<file path="src/rtl/rom_port_responder.sv">
// Toggle-handshake port to level-handshake memory bridge with a sticky protocol-error flag.
// Optional feature macro: PORT_REQ_SYNC_EN (2-flop synchronizer on port_req).
module rom_port_responder #(
  parameter int AW = 23
) (
  input  logic          clk_sys,
  input  logic          res_n,
  input  logic          port_req,
  output logic          port_ack,
  input  logic [AW-1:0] port_a,
  input  logic [1:0]    port_ds,
  input  logic          port_we,
  input  logic [15:0]   port_d,
  output logic [15:0]   port_q,
  output logic          mem_req,
  output logic [AW-1:0] mem_addr,
  output logic [1:0]    mem_ds,
  output logic          mem_we,
  output logic [15:0]   mem_d,
  input  logic          mem_rdy,
  input  logic [15:0]   mem_q,
  output logic          busy,
  output logic          proto_err
);

  typedef enum logic [1:0] {
    IDLE   = 2'b00,
    ACCESS = 2'b01,
    DONE   = 2'b10
  } state_t;

  logic   eff_req_s;
  state_t state_r, state_s;
  logic   req_seen_r, req_seen_s;
  logic   ack_s, mem_req_s, mem_we_s, busy_s, err_s;
  logic [15:0]   q_s, mem_d_s;
  logic [AW-1:0] addr_s;
  logic [1:0]    ds_s;

`ifdef PORT_REQ_SYNC_EN
  logic [1:0] req_sync_r;

  // Two-flop synchronizer for the asynchronous request toggle
  always_ff @(posedge clk_sys or negedge res_n) begin
    if (!res_n) begin
      req_sync_r <= 2'b00;
    end else begin
      req_sync_r <= {req_sync_r[0], port_req};
    end
  end

  assign eff_req_s = req_sync_r[1];
`else
  assign eff_req_s = port_req;
`endif

  // Next-state and next-output computation for the transfer FSM
  always_comb begin
    state_s    = state_r;
    req_seen_s = req_seen_r;
    ack_s      = port_ack;
    q_s        = port_q;
    mem_req_s  = mem_req;
    addr_s     = mem_addr;
    ds_s       = mem_ds;
    mem_we_s   = mem_we;
    mem_d_s    = mem_d;
    busy_s     = busy;
    // Any request change while a transfer is in flight is a violation; the transfer itself runs on.
    err_s      = proto_err | (busy & (eff_req_s != req_seen_r));
    case (state_r)
      IDLE: begin
        if (eff_req_s != req_seen_r) begin
          req_seen_s = eff_req_s;
          addr_s     = port_a;
          ds_s       = port_ds;
          mem_we_s   = port_we;
          mem_d_s    = port_d;
          busy_s     = 1'b1;
          // Only a write with no byte lanes is a no-op; reads always fetch the full word.
          if (port_we && (port_ds == 2'b00)) begin
            state_s = DONE;
          end else begin
            mem_req_s = 1'b1;
            state_s   = ACCESS;
          end
        end else begin
          state_s = IDLE;
        end
      end
      ACCESS: begin
        if (mem_rdy) begin
          mem_req_s = 1'b0;
          q_s       = mem_we ? port_q : mem_q;
          state_s   = DONE;
        end else begin
          state_s = ACCESS;
        end
      end
      DONE: begin
        ack_s   = req_seen_r;
        busy_s  = 1'b0;
        state_s = IDLE;
      end
      default: begin
        mem_req_s = 1'b0;
        busy_s    = 1'b0;
        state_s   = IDLE;
      end
    endcase
  end

  // State and output registers
  always_ff @(posedge clk_sys or negedge res_n) begin
    if (!res_n) begin
      state_r    <= IDLE;
      req_seen_r <= 1'b0;
      port_ack   <= 1'b0;
      port_q     <= 16'h0000;
      mem_req    <= 1'b0;
      mem_addr   <= '0;
      mem_ds     <= 2'b00;
      mem_we     <= 1'b0;
      mem_d      <= 16'h0000;
      busy       <= 1'b0;
      proto_err  <= 1'b0;
    end else begin
      state_r    <= state_s;
      req_seen_r <= req_seen_s;
      port_ack   <= ack_s;
      port_q     <= q_s;
      mem_req    <= mem_req_s;
      mem_addr   <= addr_s;
      mem_ds     <= ds_s;
      mem_we     <= mem_we_s;
      mem_d      <= mem_d_s;
      busy       <= busy_s;
      proto_err  <= err_s;
    end
  end

endmodule
</file>
<file path="config.mk">
export PLATFORM = sky130hd
export DESIGN_NAME = rom_port_responder
export DESIGN_NICKNAME = d
export VERILOG_FILES = /design/src/rtl/rom_port_responder.sv
export SDC_FILE = /design/constraint.sdc
export NUM_CORES = 1
export LEC_CHECK = 0
export CAP_MARGIN = 20
export CORE_MARGIN = 2
export CORE_UTILIZATION = 41
export DETAILED_ROUTE_END_ITERATION = 7
export HOLD_SLACK_MARGIN = 0.03
export PLACE_DENSITY = 0.8
export SLEW_MARGIN = 20
export SYNTH_ARGS = -nofsm -noshare
export SYNTH_HDL_FRONTEND = slang
export SYNTH_SLANG_ARGS = --single-unit
</file>
<file path="constraint.sdc">
create_clock -name clk_sys -period 1.8 [get_ports clk_sys]
set_input_delay 0.36 -clock clk_sys [delete_from_list [all_inputs] [get_ports clk_sys]]
set_output_delay 0.36 -clock clk_sys [all_outputs]
set_load 0.01 [all_outputs]
</file>
==> results of run 1 <==
## sequential cells by signal, indices dropped and copies added, names as in the netlist
signal,count
proto_err,1
mem_req,1
req_seen_r,1
mem_addr,23
mem_ds,2
busy,1
port_ack,1
mem_we,1
port_q,16
state_r,2
mem_d,16
## area by class of cell
type	count	area share [%]
clock buffers	12	3.70
clock inverters	3	0.956
inverters	2	0.179
multi-input cells	75	21.9
flip-flops and latches	65	38.8
well taps	77	2.30
repair buffers	132	32.1
## placed cells by master, fill, tap and decap left out, drive strengths merged, types with 2 or more instances in the layout
cell type	instances
clkbuf	12
nor2	2
dfrtp	65
nand2	3
clkdlybuf4s50	122
o21ai	3
clkinv	2
mux2	59
inv	2
buf	9
## stage by stage
stage,setup WS [ns],area [sq um],utilization (%)
floorplan,0.304,2600,-
global placement,0.00937,3980,63.8
detailed placement,-0.0223,3980,63.8
CTS,0.137,4190,67.1
global route,0.100,4190,67.1
finish,0.154,4190,67.1
## timing repair
action	4_1_cts	5_1_grt
hold buffers	1	0
gates resized for setup	0	0
endpoints found under the hold margin	17	0
## metal layers
metal / routed length [um] / share of wire [%]
met3: 429 / 7.9
met4: 25 / 0.46
met2: 2670 / 49
met1: 2300 / 42
met5: 0 / 0
## power by group through the flow
stage | clock, mW | sequential (mW) | combinational, mW
finish | 1.22 | 2.65 | 3.96
CTS | 1.25 | 2.66 | 4.01
global route | 1.31 | 2.75 | 4.18
floorplan | 0 | 2.95 | 1.78
global placement | 0 | 2.64 | 3.92
detailed placement | 0 | 2.66 | 4.01
## worst min path at each step
stage	from	endpoint	slack, ns	depth (start not counted)
2_1_floorplan	res_n	busy	0.06	0
5_1_grt	proto_err	proto_err	0.48	1
3_3_place_gp	res_n	mem_d[0]	0.33	1
6_report	proto_err	proto_err	0.46	1
3_5_place_dp	res_n	mem_addr[21]	0.34	1
4_1_cts	proto_err	proto_err	0.46	1
## cell families after synthesis
| logic type | after synthesis |
|---|---|
| AO/OA/AOI/OAI | 7 |
| flip-flops | 65 |
| XOR/XNOR | 1 |
| multiplexers | 59 |
| AND/OR/NAND/NOR | 8 |
| buffers and inverters | 7 |
## synthesized netlist by cell type
cell type / count / area share (%)
a21o_1: 1 / 0.29
a21boi_0: 1 / 0.29
nand2_4: 1 / 0.43
buf_6: 4 / 1.7
nand3b_1: 1 / 0.29
xor2_2: 1 / 0.63
o21ai_0: 3 / 0.58
nor3b_1: 1 / 0.29
nor2_1: 1 / 0.14
nor2_2: 1 / 0.24
buf_4: 1 / 0.29
o32ai_1: 1 / 0.34
a31o_2: 1 / 0.34
dfrtp_1: 65 / 63
inv_1: 2 / 0.29
nand3_1: 1 / 0.19
mux2_2: 22 / 9.5
mux2_4: 37 / 21
nand2_1: 2 / 0.29
==> summary.txt, run 1 <==
Run status = completed
Sequential Power Share = 33.9%
Sequential area share after synthesis = 62.5%
Initial Util = 41.7%
Non-Filler Instances = 366
DR vias/cell = 4.62
Worst path top cell family by delay = buffers and inverters
GR Layer Usage met3 = 6.23%
P_leak = 1.87 nW
PD cells = 1870 nW/um^2
Sw Share = 29.0%
Io pins = 124
#FFs+latches synth = 65
GRT Total Usage = 15.6%
CTS Buf Count = 9
Nets = 347
H-Tree Depth = 3
Crit-path cells = clkdlybuf4s50_1
CTS root buf = clkbuf_8
Drt initial violations = 62
Area delta synth->final = 60.9%
Worst R2R Setup Slack = 0.27 ns
Final HPWL DP = 4050 um
Die height = 83.7 um
Buffers on Ports = 123
Worst Setup End Kind = primary output
WP data required = 1.44 ns
CP arrival = 1.29 ns
Setup violations, final = 0
Worst-Margin Slew = 0.462 ns
Main combinational cell family by area after synthesis = multiplexers
Clock sinks = 65
Reg2Reg Launch Point = state_r[1]
Max transition margin = 69.2%
Crit-path slowest cell = clkdlybuf4s50_1
RD Place Congestion = 0.708
Minimum hold slack = 0.460 ns
Adder-cell share of the synthesized area = 0%
Psw = 2.27 mW
Final Max Slew Viols = 0
Vias in the first global route = 1,764
Die X = 83.7 um
Synthesized area per cell = 17.7 sq um
Simple-gate portion of the synthesized area = 1.88%
Clk_skew = 0.00605 ns
Clk pwr share = 15.6%
Peak supply drop = 842 uV
TritonCTS clock tree = done
Worst path depth = 1
Final hold vios = 0
First-pass GRT wire length = 8610 um
GR Util met1 = 19.7%
Mapped Cells = 147
RSZ-0062 raised after global routing = false
Die area = 7000 sq um
Yosys cell types = 19
WS Path Type = flip-flop to primary output
Fillers = 461
Synth Area in Compound Gates = 1.83%
Fmax = 608 MHz
FF-to-FF End = mem_addr[12]
Setup_tns = 0 ns
Longest Clk Path Bufs = 2
Routed len/inst = 14.8 um
Post-layout min period = 1.65 ns
Startpoint types = flip-flop
Hold Path Class = flip-flop to flip-flop
CP Buf/Inv Count = 1
Comb pwr share = 50.6%
Syn Nets = 209
Crit-path max FO = 3
Pwr Total = 7.83 mW
Pin count of the biggest net entering global routing = 27
Post-CTS setup buffers = 0
Worst reg-to-reg path cell count = 4
GR peak layer = met2
Layout cells sized above 1 = 29.8%
Skew-Pair Late Insertion Delay = 0.32 ns
Placed insts = 350
Std-Cell Rows = 29
Max-cap viol count = 0
CP Capture Point = mem_we
Syn. warnings = 0
Final wirelength = 5430 um
Multiplexer share of the synthesized area = 30.9%
Register clock-pin slew on the reported worst setup and hold paths = 0.07 ns
CP startpoint = mem_we
Post-Synthesis Cell Area = 2600 sq um
Register Area = 1630 sq um
Final antenna-violating net count = 0
Final period util = 91.4%
Drt drc = 0
Multi-input gate area = 916 sq um
Internal cell power = 5.56 mW
Initial antenna violation count = 0
Post-Synth XOR/XNOR Area = 0.625%
CP peak stage delay = 0.57 ns
Met2 Usage GRT = 25.0%
Total gr overflow = 0
Vias = 1,690
TritonRoute pass-1 iters = 5
CORE AREA = 6240 sq um
Diodes inserted = 0
No activity file was read; power rests on OpenSTA's default activity.
==> run 2, diff against run 1 <==
Settings changed: CAP_MARGIN 20 to default.
==> results of run 2 <==
No change in the layout: final DEF, timing and power equal those of run 1.
